File: src/rtl/even_parity_enc_fifo_if.sv
`default_nettype none
//============================================================================
// Module   : even_parity_enc_fifo_if
// Purpose  : Handshake bundle for even_parity_enc_fifo. Carries the write
//            side (in_valid/in_ready/in_data), the read side
//            (out_valid/out_ready/out_data) and the occupancy count.
// Modports : master - producer/consumer side (drives in_*, out_ready)
//            slave  - FIFO side (drives in_ready, out_valid, out_data, count)
// Revision : 1.0 - initial release
//============================================================================
interface even_parity_enc_fifo_if #(
    parameter int DATA_W = 8,
    parameter int DEPTH  = 4
);
    logic                     in_valid;
    logic                     in_ready;
    logic [DATA_W-1:0]        in_data;
    logic                     out_valid;
    logic                     out_ready;
    logic [DATA_W:0]          out_data;
    logic [$clog2(DEPTH):0]   count;

    modport master (
        output in_valid,
        output in_data,
        output out_ready,
        input  in_ready,
        input  out_valid,
        input  out_data,
        input  count
    );

    modport slave (
        input  in_valid,
        input  in_data,
        input  out_ready,
        output in_ready,
        output out_valid,
        output out_data,
        output count
    );
endinterface
`default_nettype wire

File: src/rtl/even_parity_enc_fifo.sv
`default_nettype none
//============================================================================
// Module   : even_parity_enc_fifo
// Purpose  : Appends an even parity bit to each DATA_W-bit word accepted on a
//            valid/ready input and buffers the DATA_W+1-bit result in a
//            DEPTH-entry FIFO presented on a valid/ready output. Every word
//            emitted has XOR of all bits equal to 0; out_data is held at 0
//            while empty so a downstream parity checker never sees odd data.
// Ports    : clk      - single clock, rising edge
//            reset    - asynchronous assert, active-low
//            bus      - even_parity_enc_fifo_if.slave
//                       in_valid/in_ready/in_data   : write handshake
//                       out_valid/out_ready/out_data: read handshake,
//                                                     out_data = {parity, data}
//                       count                       : occupancy 0..DEPTH
//            err_inj  - (only with EVEN_PARITY_ENC_ERR_INJ_EN) inverts the
//                       stored parity bit of the word pushed on this cycle
// Params   : DATA_W >= 1, DEPTH power of 2 and >= 2
// Macro    : EVEN_PARITY_ENC_ERR_INJ_EN enables the err_inj port
// Revision : 1.0 - initial release
//============================================================================
module even_parity_enc_fifo #(
    parameter int DATA_W = 8,
    parameter int DEPTH  = 4
) (
    input  wire logic             clk,
    input  wire logic             reset,
    even_parity_enc_fifo_if.slave bus
`ifdef EVEN_PARITY_ENC_ERR_INJ_EN
    ,
    input  wire logic             err_inj
`endif
);

    localparam int c_PTR_W = $clog2(DEPTH);
    localparam int c_CNT_W = c_PTR_W + 1;
    localparam logic [c_CNT_W-1:0] c_FULL = c_CNT_W'(DEPTH);

    logic [DATA_W:0]      r_mem [DEPTH];
    logic [c_PTR_W-1:0]   r_wr_ptr;
    logic [c_PTR_W-1:0]   r_rd_ptr;
    logic [c_CNT_W-1:0]   r_count;

    logic                 w_full;
    logic                 w_empty;
    logic                 w_push;
    logic                 w_pop;
    logic                 w_parity;
    logic [DATA_W:0]      w_entry;

    // Flags come only from registered occupancy, so there is no
    // combinational path from in_valid/out_ready to in_ready/out_valid.
    assign w_full  = (r_count == c_FULL);
    assign w_empty = (r_count == '0);
    assign w_push  = bus.in_valid  && !w_full;
    assign w_pop   = bus.out_ready && !w_empty;

`ifdef EVEN_PARITY_ENC_ERR_INJ_EN
    // Inverting the parity bit makes this one word odd on purpose.
    assign w_parity = (^bus.in_data) ^ err_inj;
`else
    assign w_parity = ^bus.in_data;
`endif
    assign w_entry = {w_parity, bus.in_data};

    // Storage carries no reset: contents are meaningless until written and
    // are never observed while the FIFO is empty.
    always_ff @(posedge clk) begin
        if (w_push) begin
            r_mem[r_wr_ptr] <= w_entry;
        end
    end

    always_ff @(posedge clk or negedge reset) begin
        if (!reset) begin
            r_wr_ptr <= '0;
            r_rd_ptr <= '0;
            r_count  <= '0;
        end else begin
            // Pointers are exactly log2(DEPTH) bits, so wrap is free.
            if (w_push) begin
                r_wr_ptr <= r_wr_ptr + c_PTR_W'(1);
            end
            if (w_pop) begin
                r_rd_ptr <= r_rd_ptr + c_PTR_W'(1);
            end
            case ({w_push, w_pop})
                2'b10:   r_count <= r_count + c_CNT_W'(1);
                2'b01:   r_count <= r_count - c_CNT_W'(1);
                default: r_count <= r_count;
            endcase
        end
    end

    assign bus.in_ready  = !w_full;
    assign bus.out_valid = !w_empty;
    assign bus.count     = r_count;
    // Zero while empty: also covers reset, since r_count clears asynchronously.
    assign bus.out_data  = w_empty ? '0 : r_mem[r_rd_ptr];

endmodule
`default_nettype wire

File: src/flat_wrapper.sv
// flat-port wrapper written by rule: the top's interface ports become plain ports
module even_parity_enc_fifo_flat 
#(
    parameter int DATA_W = 8,
    parameter int DEPTH  = 4
)
  (clk, reset, bus_in_valid, bus_in_data, bus_out_ready, bus_in_ready, bus_out_valid, bus_out_data, bus_count);
  even_parity_enc_fifo_if #(.DATA_W(DATA_W), .DEPTH(DEPTH)) bus_i ();
  input  wire logic clk;
  input  wire logic reset;
  input wire logic [$bits(bus_i.in_valid)-1:0] bus_in_valid;
  input wire logic [$bits(bus_i.in_data)-1:0] bus_in_data;
  input wire logic [$bits(bus_i.out_ready)-1:0] bus_out_ready;
  output wire logic [$bits(bus_i.in_ready)-1:0] bus_in_ready;
  output wire logic [$bits(bus_i.out_valid)-1:0] bus_out_valid;
  output wire logic [$bits(bus_i.out_data)-1:0] bus_out_data;
  output wire logic [$bits(bus_i.count)-1:0] bus_count;
  assign bus_i.in_valid = bus_in_valid;
  assign bus_i.in_data = bus_in_data;
  assign bus_i.out_ready = bus_out_ready;
  assign bus_in_ready = bus_i.in_ready;
  assign bus_out_valid = bus_i.out_valid;
  assign bus_out_data = bus_i.out_data;
  assign bus_count = bus_i.count;
  even_parity_enc_fifo #(.DATA_W(DATA_W), .DEPTH(DEPTH)) u_core (.clk(clk), .reset(reset), .bus(bus_i));
endmodule
File: config.mk
export PLATFORM = sky130hd
export DESIGN_NAME = even_parity_enc_fifo_flat
export DESIGN_NICKNAME = d
export VERILOG_FILES = /design/src/rtl/even_parity_enc_fifo_if.sv /design/src/rtl/even_parity_enc_fifo.sv /design/src/flat_wrapper.sv
export SDC_FILE = /design/constraint.sdc
export NUM_CORES = 1
export LEC_CHECK = 0
export CAP_MARGIN = 20
export CORE_MARGIN = 10
export CORE_UTILIZATION = 40
export CTS_CLUSTER_DIAMETER = 40
export CTS_CLUSTER_SIZE = 28
export DETAILED_ROUTE_END_ITERATION = 8
export MAX_ROUTING_LAYER = met4
export PLACE_DENSITY_LB_ADDON = 0.2
export SKIP_LAST_GASP = 1
export SLEW_MARGIN = 20
export SYNTH_ARGS = -nofsm -noshare
export SYNTH_HDL_FRONTEND = slang
export SYNTH_SLANG_ARGS = --single-unit
File: constraint.sdc
create_clock -name clk -period 6.4 [get_ports clk]
set_clock_uncertainty 0.05 [all_clocks]
set_input_delay 1.28 -clock clk [delete_from_list [all_inputs] [get_ports clk]]
set_output_delay 1.28 -clock clk [all_outputs]
set_load 0.01 [all_outputs]
# Yosys cells after proc, flatten, opt, wreduce, memory -nomap -nowiden
# Memory sizes are Yosys's and may differ from the RTL's.
# Index checks and enable logic that the tools add are counted.
dict set report word_totals {
  output_inout_bits 14
  ramBits 36
  register_bits 7
  wordCells 22
  n_memories 1
}
dict set report classes {
  n_eq_ne 3
  add_sub_neg 4
  reduce_logical 7
  muxes 4
}
# memory words word_bits read_ports rd_ports_with_merged_regs write_ports line
set memory_table {}
lappend memory_table {u_core.r_mem 4 9 1 0 1 even_parity_enc_fifo.sv:39} ;# logic [DATA_W:0] r_mem [DEPTH];
# op n
set op_table {}
lappend op_table {{$mux W9} 1}
lappend op_table {{$reduce_xor A8 Y1} 1}
lappend op_table {{$pmux W3 S2} 1}
lappend op_table {{$add A2 B1 Y2 const B} 2}
lappend op_table {{$add A3 B1 Y3 const B} 1}
lappend op_table {{$eq A3 B3 Y1 const B} 1}
lappend op_table {{$logic_not A3 Y1} 1}
lappend op_table {{$sub A3 B1 Y3 const B} 1}
lappend op_table {{$eq A2 B1 Y1 const B} 1}
lappend op_table {{$eq A2 B2 Y1 const B} 1}
lappend op_table {{$logic_and A1 B1 Y1} 2}
lappend op_table {{$logic_not A1 Y1} 2}
lappend op_table {{$mux W1} 2}
lappend op_table {{$reduce_bool A2 Y1} 1}

# Logic depth before layout (Yosys ltp)
# Gate-level depths: netlist of run 1.
dict set report logic_depth {
  depth_word 5
  mapped_depth 9
  depth_no_buf 9
}

# Worst setup path after synthesis of run 1
# No wires, ideal clock.
dict set report synth_path {
  path_type {reg2out}
  from {register u_core.r_rd_ptr[0]}
  to {output port bus_out_data[0]}
  n_path_buf 1
  setup_slack_ns 3.833
  path_stages_with_launch 4
  arrival_ns 1.237
  path_cell_list {dfrtp_1 > buf_4 > mux4_2 > and2_1}
}
dict set report synth_between {
  elab_chain_len 2
}
# element line
set synth_rtl {}
lappend synth_rtl {{start: declaration} even_parity_enc_fifo.sv:41} ;# logic [c_PTR_W-1:0] r_rd_ptr;
lappend synth_rtl {{start signal: assignment} even_parity_enc_fifo.sv:85} ;# r_rd_ptr <= r_rd_ptr + c_PTR_W'(1);
lappend synth_rtl {{$mem_v2 Z4 W9} -}
lappend synth_rtl {{$mux W9} even_parity_enc_fifo.sv:99} ;# assign bus.out_data = w_empty ? '0 : r_mem[r_rd_ptr];
lappend synth_rtl {{end: declaration} flat_wrapper.sv:16} ;# output wire logic [$bits(bus_i.out_data)-1:0] bus_out_data;
# No other way between the ends.

# Worst setup path in the final report of run 1
# Same ends and word-level chain as after synthesis.

==> results of run 1 <==
[worst max-delay path, cell delays in order (launching register included)]
cell and delay, ns:
dfrtp_1 0.78, mux4_2 0.58, and2_1 0.17, clkdlybuf4s50_1 0.48
[how the worst min path moves through the flow]
stage / depth (start not counted) / endpoint / slack [ns]
2_1_floorplan: 1 / u_core.bus.count[2] / 0.48
3_3_place_gp: 1 / u_core.bus.count[2] / 0.44
3_5_place_dp: 1 / u_core.bus.count[2] / 0.45
4_1_cts: 1 / u_core.bus.count[2] / 0.47
5_1_grt: 1 / u_core.bus.count[2] / 0.49
6_report: 1 / u_core.bus.count[2] / 0.48
[cell families (layout without fill, tap and decap cells)]
logic type | after synthesis | in the layout
XOR/XNOR | 13 | 13
AO/OA/AOI/OAI | 1 | 1
multiplexers | 10 | 10
AND/OR/NAND/NOR | 20 | 20
adder cells (fa/ha/maj) | 6 | 6
flip-flops | 43 | 43
buffers and inverters | 9 | 39
[power breakdown]
| group | internal (W) | switching, W | total (W) |
|---|---|---|---|
| clock network | 0.0000765 | 0.0000829 | 0.000159 |
| registers | 0.000383 | 0.0000623 | 0.000445 |
| logic | 0.000242 | 0.000166 | 0.000408 |
| total | 0.000702 | 0.000311 | 0.00101 |
[stage by stage]
stage                     hold slack, ns  setup slack (ns)   util  instances
after detailed placement           0.453              3.04  0.485        176
after global routing               0.491              2.62  0.503        184
after global placement             0.443              3.06  0.485        176
final                              0.479              2.78  0.503        184
after CTS                          0.471              2.72  0.503        184
after floorplan                    0.478              3.83      -        102
[placed cells by master (no fill, tap or decap)]
cell type | synthesis | final
fa_1 | 1 | 1
clkinv_2 | 0 | 1
nand3_1 | 1 | 1
clkbuf_1 | 1 | 2
dfrtp_1 | 7 | 7
clkdlybuf4s50_1 | 0 | 25
and2_1 | 10 | 10
mux4_2 | 9 | 9
or3_1 | 1 | 1
xor2_1 | 4 | 4
nand2_1 | 1 | 1
ha_1 | 5 | 5
edfxtp_1 | 36 | 36
mux2_4 | 1 | 1
o21ai_0 | 1 | 1
clkbuf_8 | 0 | 5
inv_1 | 6 | 6
or3b_4 | 1 | 1
xnor2_1 | 9 | 9
and3_1 | 4 | 4
nor2_1 | 1 | 1
and2_4 | 1 | 1
[cell type report]
cell class	instances	area, sq um
clock inverter	1	5.00
timing repair buffer	25	250
tap	52	65.1
multi-input combinational	50	546
clock buffer	7	76.3
inverter	6	22.5
sequential	43	1260
fill	370	2190
[layer usage]
metal | GRT usage | vias to the layer above | wire length (um) | part of all wire
met5 | - | - | 0 | 0
met4 | 0.0551 | 0 | 64 | 0.019
met3 | 0.0297 | 7 | 181 | 0.054
met2 | 0.142 | 27 | 1660 | 0.50
met1 | 0.108 | 485 | 1420 | 0.43
li1 | - | 431 | - | -
[sequential cells by signal (all words and copies together), names as in the netlist]
register and flops:
u_core.r_rd_ptr 2, u_core.r_wr_ptr 2, u_core.bus.count 3, u_core.r_mem 36
==> load_flow_metrics.sql, run 1 <==
INSERT INTO impl_metrics (metric_group, metric, value, unit) VALUES
('status', 'status', 'complete, no violations', ''),
('drt', 'wirelength', '3320', 'um'),
('global_route', 'sum_of_overflow_across_all_layers_after_global_routing', '0', ''),
('timing', 'finalHoldViolations', '0', ''),
('synthesis', 'syn_inst', '102', ''),
('synthesis', 'synth_compound_area_frac', '0.00272', ''),
('worst_setup_path', 'timing.critical_path.from_type', 'register', ''),
('synthesis', 'ys_dominant_reg_cell', 'edfxtp_1', ''),
('placed_design', 'io_buf_count', '25', ''),
('synthesis', 'synthDominantAreaCellType', 'edfxtp_1', ''),
('timing', 'period_needed', '3.62', 'ns'),
('clock_tree', 'htree_num_levels', '2', ''),
('power', 'irDropWorstVdd', '0.000241', 'V'),
('worst_setup_path', 'ff2ff_path_depth', '8', ''),
('power', 'total_power', '0.00101', 'W'),
('worst_setup_path', 'reg2reg_to', 'u_core.bus.count[2]', ''),
('placed_design', 'gpl.final_weighted_congestion', '0.710', ''),
('synthesis', 'synthSimpleGateAreaFrac', '0.0687', ''),
('worst_setup_path', 'worst_setup_path_startpoint', 'u_core.r_rd_ptr[0]', ''),
('clock_tree', 'cts_resized', '0', ''),
('drt', 'drtPass1Iterations', '4', ''),
('die', 'die_h', '87.8', 'um'),
('worst_setup_path', 'critical_path.endpoint_type', 'primary output', ''),
('timing', 'worst-slew-pin-transition', '0.672', 'ns'),
('drt', 'viasPerCell', '5.16', ''),
('clock_tree', 'cts_buffers', '5', ''),
('min_path', 'worstHoldStart', 'u_core.bus.count[2]', ''),
('clock_tree', 'cts_hold_buffers', '0', ''),
('synthesis', 'syn-mean-instance-area', '18.0', 'sq um'),
('drt', 'ant_nets', '0', ''),
('synthesis', 'post_synthesis_share_of_cell_area_spent_on_xor_and_xnor_gates', '0.0619', ''),
('global_route', 'first_global_vias', '1005', ''),
('synthesis', 'ys_warn_count', '0', ''),
('timing', 'fin_crit_sh', '0.565', ''),
('synthesis', 'syn-cell-area', '1840', 'sq um'),
('final_layout', 'areaGrowthSynthToFinish', '20.7', '%'),
('synthesis', 'top_cell_types_by_occurrence_after_synthesis', '36 x edfxtp_1, 10 x and2_1, 9 x mux4_2, 9 x xnor2_1, 7 x dfrtp_1', ''),
('timing', 'maxClockFrequency', '276', 'MHz'),
('synthesis', 'synth_seq_cells', '43', ''),
('die', 'core', '4410', 'sq um'),
('clock_tree', 'clkLatencyLatePin', '0.29', 'ns'),
('final_layout', 'drive_gt1_frac', '0.136', ''),
('final_layout', 'final_area', '2220', 'sq um'),
('synthesis', 'synth_adder_area_share', '0.0449', ''),
('synthesis', 'synth_cell_type_count', '21', ''),
('worst_setup_path', 'setup.worst_path.class', 'reg -> out', ''),
('synthesis', 'synth.mux.area_fraction', '0.118', ''),
('worst_setup_path', 'worstSetupEndpoint', 'bus_out_data[0]', ''),
('clock_tree', 'tritoncts', 'yes', ''),
('placed_design', 'postPlaceCellArea', '2140', 'sq um'),
('drt', 'route.vias.total', '950', ''),
('synthesis', 'ys_async_sr_fraction', '0.163', ''),
('clock_tree', 'postCtsSetupBuffers', '0', ''),
('global_route', 'grtUsageTotal', '0.0939', ''),
('die', 'site_rows', '24', ''),
('synthesis', 'synth_top_family_by_area', 'multiplexers', ''),
('drt', 'detailedRoute.firstIterationViolations', '62', ''),
('die', 'dieArea', '7710', 'sq um'),
('drt', 'drc', '0', ''),
('power', 'static-leakage-power', '0.791', 'nW'),
('timing', 'report.final.setup_viol', '0', ''),
('final_layout', 'finish.net_count', '149', ''),
('placed_design', 'post-dp-hpwl', '2240', 'um'),
('worst_setup_path', 'required', '5.07', 'ns'),
('synthesis', 'synth_top_cell_area_share', '0.587', ''),
('die', 'ports', '26', ''),
('synthesis', 'synth_sequential_area_ratio', '0.683', ''),
('synthesis', 'most_common_cell_in_the_netlist', 'edfxtp_1', ''),
('timing', 'setup_tns_final', '0', 'ns'),
('clock_tree', 'clockBufferDepth', '2', ''),
('worst_setup_path', 'r2r_slack', '4.11', 'ns');
Power figures use the tool's default switching activity.
==> inputs of run 2 (changes only) <==
- clock period: 6.4 -> 3.1 ns (I/O delays scaled with it)
==> run 2 against run 1 <==
Cell area is 1.5% higher. Core utilization is 0.74 points higher. Clock power grew to 2.6 times the previous value. Sequential share of layout area is 0.82 points lower. First-iteration DRC count is 11% lower. Setup slack worse by 2.5 ns.
==> load_flow_metrics.sql, run 2 (synthesized netlist as in run 1, its figures left out) <==
INSERT INTO impl_metrics (metric_group, metric, value, unit) VALUES
('global_route', 'initial_antenna_violation_count', '0', ''),
('drt', 'route.vias.total', '932', ''),
('power', 'internal_power', '0.00154', 'W'),
('worst_setup_path', 'r2r_slack', '0.82', 'ns'),
('die', 'site_rows', '24', ''),
('worst_setup_path', 'worstPathArrival', '2.13', 'ns'),
('final_layout', 'antenna-diode-count', '0', ''),
('global_route', 'grt_max_degree', '14', ''),
('worst_setup_path', 'crit_family', 'buffers and inverters', ''),
('clock_tree', 'clock_sinks', '43', ''),
('min_path', 'worstHoldStart', 'u_core.bus.count[2]', ''),
('worst_setup_path', 'worstReg2RegStart', 'u_core.bus.count[0]', ''),
('power', 'swShare', '0.294', ''),
('global_route', 'grt_first_pass_wirelength', '5320', 'um'),
('die', 'die_h', '87.8', 'um'),
('clock_tree', 'cts_hold_buffers', '0', ''),
('worst_setup_path', 'ff2ff_path_depth', '8', ''),
('timing', 'setup_tns_final', '0', 'ns'),
('die', 'dieWidth', '87.8', 'um'),
('flow_run', 'drv.max_cap_violation_count', '0', ''),
('drt', 'detailedRoute.firstIterationViolations', '55', ''),
('final_layout', 'finish.net_count', '150', ''),
('final_layout', 'most-common-layout-cells', '36 x edfxtp_1, 25 x clkdlybuf4s50_1, 10 x and2_1', ''),
('timing', 'rsz0062_at_grt', 'no', ''),
('power', 'p_switching', '0.000640', 'W'),
('final_layout', 'num-fill-cells', '374', ''),
('clock_tree', 'postCtsSetupBuffers', '0', ''),
('die', 'core', '4410', 'sq um'),
('drt', 'drtPass1Iterations', '4', ''),
('final_layout', 'largest_register_ff_count', '36', ''),
('timing', 'finalHoldViolations', '0', ''),
('worst_setup_path', 'timing.critical_path.from_type', 'register', ''),
('clock_tree', 'htree_num_levels', '2', ''),
('drt', 'drc', '0', ''),
('placed_design', 'post-dp-hpwl', '2230', 'um'),
('power', 'total_power', '0.00218', 'W'),
('min_path', 'hold_path_end', 'u_core.bus.count[2]', ''),
('clock_tree', 'cts_resized', '0', ''),
('timing', 'finalMaxSlewViolations', '0', ''),
('min_path', 'timing.hold.worst.class', 'reg -> reg', ''),
('power', 'power.share.clock', '0.192', ''),
('power', 'power.share.sequential', '0.406', ''),
('placed_design', 'dpl.cell_count', '177', ''),
('worst_setup_path', 'reg2reg_to', 'u_core.bus.count[2]', ''),
('timing', 'setup_slack', '0.302', 'ns'),
('drt', 'drt-wirelength-per-cell', '17.4', 'um'),
('timing', 'report.final.setup_viol', '0', ''),
('die', 'ports', '26', ''),
('final_layout', 'areaGrowthSynthToFinish', '22.4', '%'),
('clock_tree', 'tritoncts', 'yes', ''),
('timing', 'period_needed', '2.80', 'ns'),
('timing', 'timing.slew.headroom', '0.662', ''),
('placed_design', 'io_buf_count', '25', ''),
('die', 'dieArea', '7710', 'sq um'),
('worst_setup_path', 'cpPeakStageDelay', '0.51', 'ns'),
('clock_tree', 'clockBufferDepth', '2', ''),
('global_route', 'sum_of_overflow_across_all_layers_after_global_routing', '0', ''),
('final_layout', 'final_util', '0.510', ''),
('clock_tree', 'clkLatencyLatePin', '0.29', 'ns'),
('power', 'static-leakage-power', '0.806', 'nW'),
('min_path', 'hold-path-cell-count', '1', ''),
('final_layout', 'final_common_cell', 'edfxtp_1', ''),
('clock_tree', 'clockRootBuffer', 'clkbuf_8', ''),
('drt', 'wirelength', '3230', 'um'),
('placed_design', 'preCtsSetupSlack', '0.595', 'ns'),
('clock_tree', 'cts_buffers', '5', ''),
('die', 'start_util', '0.417', ''),
('worst_setup_path', 'cp.buffers_inverters', '2', ''),
('timing', 'fin_crit_sh', '0.903', ''),
('timing', 'maxClockFrequency', '357', 'MHz'),
('drt', 'ant_nets', '0', ''),
('worst_setup_path', 'required', '2.43', 'ns'),
('power', 'p_per_area', '967', 'nW/um^2'),
('drt', 'viasPerCell', '5.04', ''),
('final_layout', 'post_layout_nonfiller_instances', '185', ''),
('global_route', 'first_global_vias', '1060', ''),
('power', 'irDropWorstVdd', '0.000451', 'V'),
('clock_tree', 'clk_pin_slew', '0.07', 'ns'),
('worst_setup_path', 'crit_path_cell_trace', 'buf_4 -> mux4_2 -> and2_1 -> clkdlybuf4s50_1', ''),
('global_route', 'grtUsageTotal', '0.0955', ''),
('placed_design', 'gpl.final_weighted_congestion', '0.691', ''),
('power', 'p_comb_frac', '0.402', ''),
('worst_setup_path', 'critical_path.slowest_cell', 'mux4_2', ''),
('final_layout', 'top_register', 'u_core.r_mem', ''),
('status', 'status', 'complete, no violations', ''),
('worst_setup_path', 'setup.worst_path.class', 'reg -> out', ''),
('worst_setup_path', 'critical_path.endpoint_type', 'primary output', ''),
('worst_setup_path', 'timing.critical_path.fanout_max', '8', ''),
('final_layout', 'drive_gt1_frac', '0.143', ''),
('timing', 'worst-slew-pin-transition', '0.507', 'ns');
-- run 2: cell types whose count changed in the layout (fill, tap and decap cells not counted), sizes merged --
cell	previous run	this run
buf	0	1
clkinv	1	0
bufinv	0	1
-- run 2: area by class of cell --
| type | instances | area [sq um] | area share |
|---|---|---|---|
| sequential | 43 | 1260 | 0.557 |
| multi-input combinational | 50 | 546 | 0.242 |
| timing repair buffer | 26 | 258 | 0.114 |
| clock buffer | 7 | 76.3 | 0.0339 |
| tap | 52 | 65.1 | 0.0289 |
| clock inverter | 1 | 30.0 | 0.0133 |
| inverter | 6 | 22.5 | 0.00999 |
-- run 2: metal layers --
layer | wire (um) | track usage | share of wire | up-vias
li1 | - | - | - | 432
met1 | 1390 | 0.110 | 0.43 | 468
met2 | 1550 | 0.145 | 0.48 | 28
met3 | 238 | 0.0381 | 0.074 | 4
met4 | 41 | 0.0391 | 0.013 | 0
met5 | 0 | - | 0 | -
-- run 2: worst register-to-register path, cell delays in order, from the launching register on --
cell and delay, ns:
dfrtp_1 0.43, or3_1 0.59, and2_1 0.27, ha_1 0.22, inv_1 0.07, fa_1 0.17, xor2_1 0.17, nor2_1 0.07
xor2_1 0.14
-- run 2: per-stage QoR --
stage	area [sq um]	hold WS, ns
floorplan	1840	0.274
global placement	2150	0.445
finish	2250	0.468
CTS	2250	0.471
global route	2250	0.486
detailed placement	2150	0.456
-- run 2: worst max-delay path by stage --
stage | from | endpoint | slack, ns | depth (start not counted)
after floorplan | u_core.bus.count[0] | u_core.bus.count[2] | 0.91 | 9
after global placement | u_core.r_rd_ptr[0] | bus_out_data[8] | 0.62 | 4
after detailed placement | u_core.r_rd_ptr[0] | bus_out_data[2] | 0.59 | 4
after CTS | u_core.r_rd_ptr[0] | bus_out_data[2] | 0.26 | 4
after global routing | u_core.r_rd_ptr[0] | bus_out_data[7] | 0.19 | 4
final | u_core.r_rd_ptr[0] | bus_out_data[1] | 0.30 | 4
-- run 2: power by group through the flow --
| stage | combinational [W] | sequential, W | clock, W |
|---|---|---|---|
| final | 0.000876 | 0.000885 | 0.000419 |
| after global routing | 0.000967 | 0.000907 | 0.000459 |
| after CTS | 0.000906 | 0.000889 | 0.000433 |
| after detailed placement | 0.000899 | 0.000902 | 0 |
| after global placement | 0.000887 | 0.000894 | 0 |
| after floorplan | 0.000549 | 0.000858 | 0 |
==> inputs of run 3 (changes only) <==
==> constraint.sdc (replaced) <==
create_clock -name clk -period 3.1 [get_ports clk]
set_clock_uncertainty 0.05 [all_clocks]
set_input_delay 0.31 -clock clk [delete_from_list [all_inputs] [get_ports clk]]
set_output_delay 0.31 -clock clk [all_outputs]
set_load 0.01 [all_outputs]
==> run 3 against run 2 <==
First-iteration DRC count down 38%. Core utilization grew 0.14 points. Setup slack gained 0.30 ns. Hold slack worse by 0.24 ns. Routed wire length up 0.99%. Via count fell by 0.64%. Total power rose by 0.66%. Sequential power hardly changed. Sequential share of layout area down 0.15 points. Final cell count is the same. Flip-flop and latch count unchanged. Count of clock-buffer cells in the layout decreased by 2. Largest power group unchanged. Highest routed layer unchanged.
==> load_flow_metrics.sql, run 3 (synthesized netlist as in run 1, its figures left out) <==
INSERT INTO impl_metrics (metric_group, metric, value, unit) VALUES
('status', 'status', 'complete, no violations', ''),
('timing', 'finalMaxSlewViolations', '0', ''),
('worst_setup_path', 'setup.worst_path.class', 'reg -> out', ''),
('final_layout', 'num-fill-cells', '357', ''),
('clock_tree', 'cts_buffers', '5', ''),
('final_layout', 'drive_gt1_frac', '0.158', ''),
('clock_tree', 'clkLatencyLatePin', '0.29', 'ns'),
('worst_setup_path', 'timing.critical_path.fanout_max', '8', ''),
('timing', 'fin_crit_sh', '0.805', ''),
('power', 'static-leakage-power', '0.811', 'nW'),
('power', 'p_per_area', '971', 'nW/um^2'),
('die', 'dieWidth', '87.8', 'um'),
('drt', 'drt-wirelength-per-cell', '17.6', 'um'),
('final_layout', 'final_common_cell', 'edfxtp_1', ''),
('worst_setup_path', 'worstPathArrival', '2.14', 'ns'),
('final_layout', 'most-common-layout-cells', '36 x edfxtp_1, 25 x clkdlybuf4s50_1, 10 x and2_1', ''),
('timing', 'setup_tns_final', '0', 'ns'),
('global_route', 'grtUsageTotal', '0.0931', ''),
('clock_tree', 'htree_num_levels', '2', ''),
('timing', 'period_needed', '2.50', 'ns'),
('timing', 'rsz0062_at_grt', 'no', ''),
('global_route', 'grt_first_pass_wirelength', '5200', 'um'),
('worst_setup_path', 'cp.buffers_inverters', '2', ''),
('global_route', 'first_global_vias', '1036', ''),
('clock_tree', 'tritoncts', 'yes', ''),
('global_route', 'initial_antenna_violation_count', '0', ''),
('placed_design', 'post-dp-hpwl', '2220', 'um'),
('power', 'power.share.sequential', '0.403', ''),
('worst_setup_path', 'r2r_slack', '0.82', 'ns'),
('worst_setup_path', 'critical_path.endpoint_type', 'primary output', ''),
('final_layout', 'antenna-diode-count', '0', ''),
('power', 'irDropWorstVdd', '0.000520', 'V'),
('clock_tree', 'cts_hold_buffers', '0', ''),
('clock_tree', 'cts_resized', '0', ''),
('timing', 'setup_slack', '0.603', 'ns'),
('power', 'total_power', '0.00219', 'W'),
('final_layout', 'top_register', 'u_core.r_mem', ''),
('die', 'ports', '26', ''),
('worst_setup_path', 'cpPeakStageDelay', '0.51', 'ns'),
('global_route', 'sum_of_overflow_across_all_layers_after_global_routing', '0', ''),
('worst_setup_path', 'crit_family', 'buffers and inverters', ''),
('global_route', 'grt_max_degree', '15', ''),
('timing', 'report.final.setup_viol', '0', ''),
('worst_setup_path', 'timing.critical_path.from_type', 'register', ''),
('worst_setup_path', 'worst_setup_path_startpoint', 'u_core.r_rd_ptr[0]', ''),
('final_layout', 'final_area', '2260', 'sq um'),
('worst_setup_path', 'worstReg2RegStart', 'u_core.bus.count[0]', ''),
('flow_run', 'drv.max_cap_violation_count', '0', ''),
('worst_setup_path', 'critical_path.slowest_cell', 'mux4_2', ''),
('power', 'swShare', '0.299', ''),
('power', 'p_switching', '0.000657', 'W'),
('clock_tree', 'clockRootBuffer', 'clkbuf_8', ''),
('die', 'core', '4410', 'sq um'),
('die', 'start_util', '0.417', ''),
('final_layout', 'areaGrowthSynthToFinish', '22.8', '%'),
('drt', 'wirelength', '3260', 'um'),
('final_layout', 'largest_register_ff_count', '36', ''),
('timing', 'worst-slew-pin-transition', '0.527', 'ns'),
('drt', 'route.vias.total', '926', ''),
('final_layout', 'finish.net_count', '150', ''),
('clock_tree', 'postCtsSetupBuffers', '0', ''),
('die', 'dieArea', '7710', 'sq um'),
('timing', 'finalHoldViolations', '0', ''),
('placed_design', 'gpl.final_weighted_congestion', '0.748', ''),
('clock_tree', 'clk_pin_slew', '0.08', 'ns'),
('min_path', 'timing.hold.worst.class', 'in -> async', ''),
('worst_setup_path', 'required', '2.74', 'ns'),
('final_layout', 'final_util', '0.512', ''),
('worst_setup_path', 'crit_path_cell_trace', 'buf_4 -> mux4_2 -> and2_1 -> clkdlybuf4s50_1', ''),
('die', 'site_rows', '24', ''),
('clock_tree', 'clockBufferDepth', '2', ''),
('placed_design', 'preCtsSetupSlack', '0.836', 'ns'),
('drt', 'viasPerCell', '5.01', ''),
('placed_design', 'io_buf_count', '25', ''),
('drt', 'drc', '0', ''),
('power', 'p_comb_frac', '0.400', ''),
('power', 'internal_power', '0.00154', 'W'),
('clock_tree', 'clock_sinks', '43', ''),
('timing', 'timing.slew.headroom', '0.649', ''),
('die', 'die_h', '87.8', 'um'),
('timing', 'maxClockFrequency', '401', 'MHz'),
('power', 'power.share.clock', '0.197', ''),
('drt', 'drtPass1Iterations', '4', ''),
('placed_design', 'postPlaceCellArea', '2150', 'sq um'),
('drt', 'ant_nets', '0', ''),
('drt', 'detailedRoute.firstIterationViolations', '34', '');
[run 3: cell count changes in the layout (fill, tap and decap cells not counted), sizes merged]
cell    delta
clkbuf     -2
clkinv     +2
[run 3: per-layer routing]
metal / global-route usage / up-vias / share of wire
li1: - / 434 / -
met1: 0.107 / 459 / 0.45
met2: 0.149 / 28 / 0.47
met3: 0.0325 / 5 / 0.062
met4: 0.0304 / 0 / 0.013
met5: - / - / 0
[run 3: final cells by class]
type,instances,area (sq um),area share
clock buffer,5,68.8,0.0305
multi-input combinational,50,546,0.241
tap,52,65.1,0.0288
sequential,43,1260,0.556
inverter,6,22.5,0.00997
timing repair buffer,26,258,0.114
clock inverter,3,43.8,0.0194
[run 3: worst reg2reg max path, cell delays in order, from the launching register on]
cell and delay (ns):
dfrtp_1 0.43, or3_1 0.59, and2_1 0.27, ha_1 0.22
inv_1 0.07, fa_1 0.18, xor2_1 0.15, nor2_1 0.06
xor2_1 0.14
[run 3: power groups by stage]
stage	logic, W	registers, W	clock network, W
6_report	0.000878	0.000885	0.000432
5_1_grt	0.000964	0.000904	0.000462
4_1_cts	0.000906	0.000890	0.000442
3_5_place_dp	0.000902	0.000902	0
3_3_place_gp	0.000893	0.000893	0
2_1_floorplan	0.000549	0.000858	0
[run 3: path summary, 6_finish.rpt]
kind / endpoint / cells after the start
hold / removal: u_core.bus.count[2] / 1
min in group clk: u_core.bus.count[2] / 1
setup reg to reg: u_core.bus.count[2] / 8
hold reg to reg: u_core.bus.count[2] / 1
setup / recovery: bus_out_data[1] / 4
max in group asynchronous: u_core.r_wr_ptr[1] / 1
[run 3: stage by stage]
stage               std cells  hold WS (ns)
floorplan                 102       -0.0356
global placement          177         0.443
detailed placement        177         0.453
CTS                       185         0.233
global route              185         0.246
finish                    185         0.228
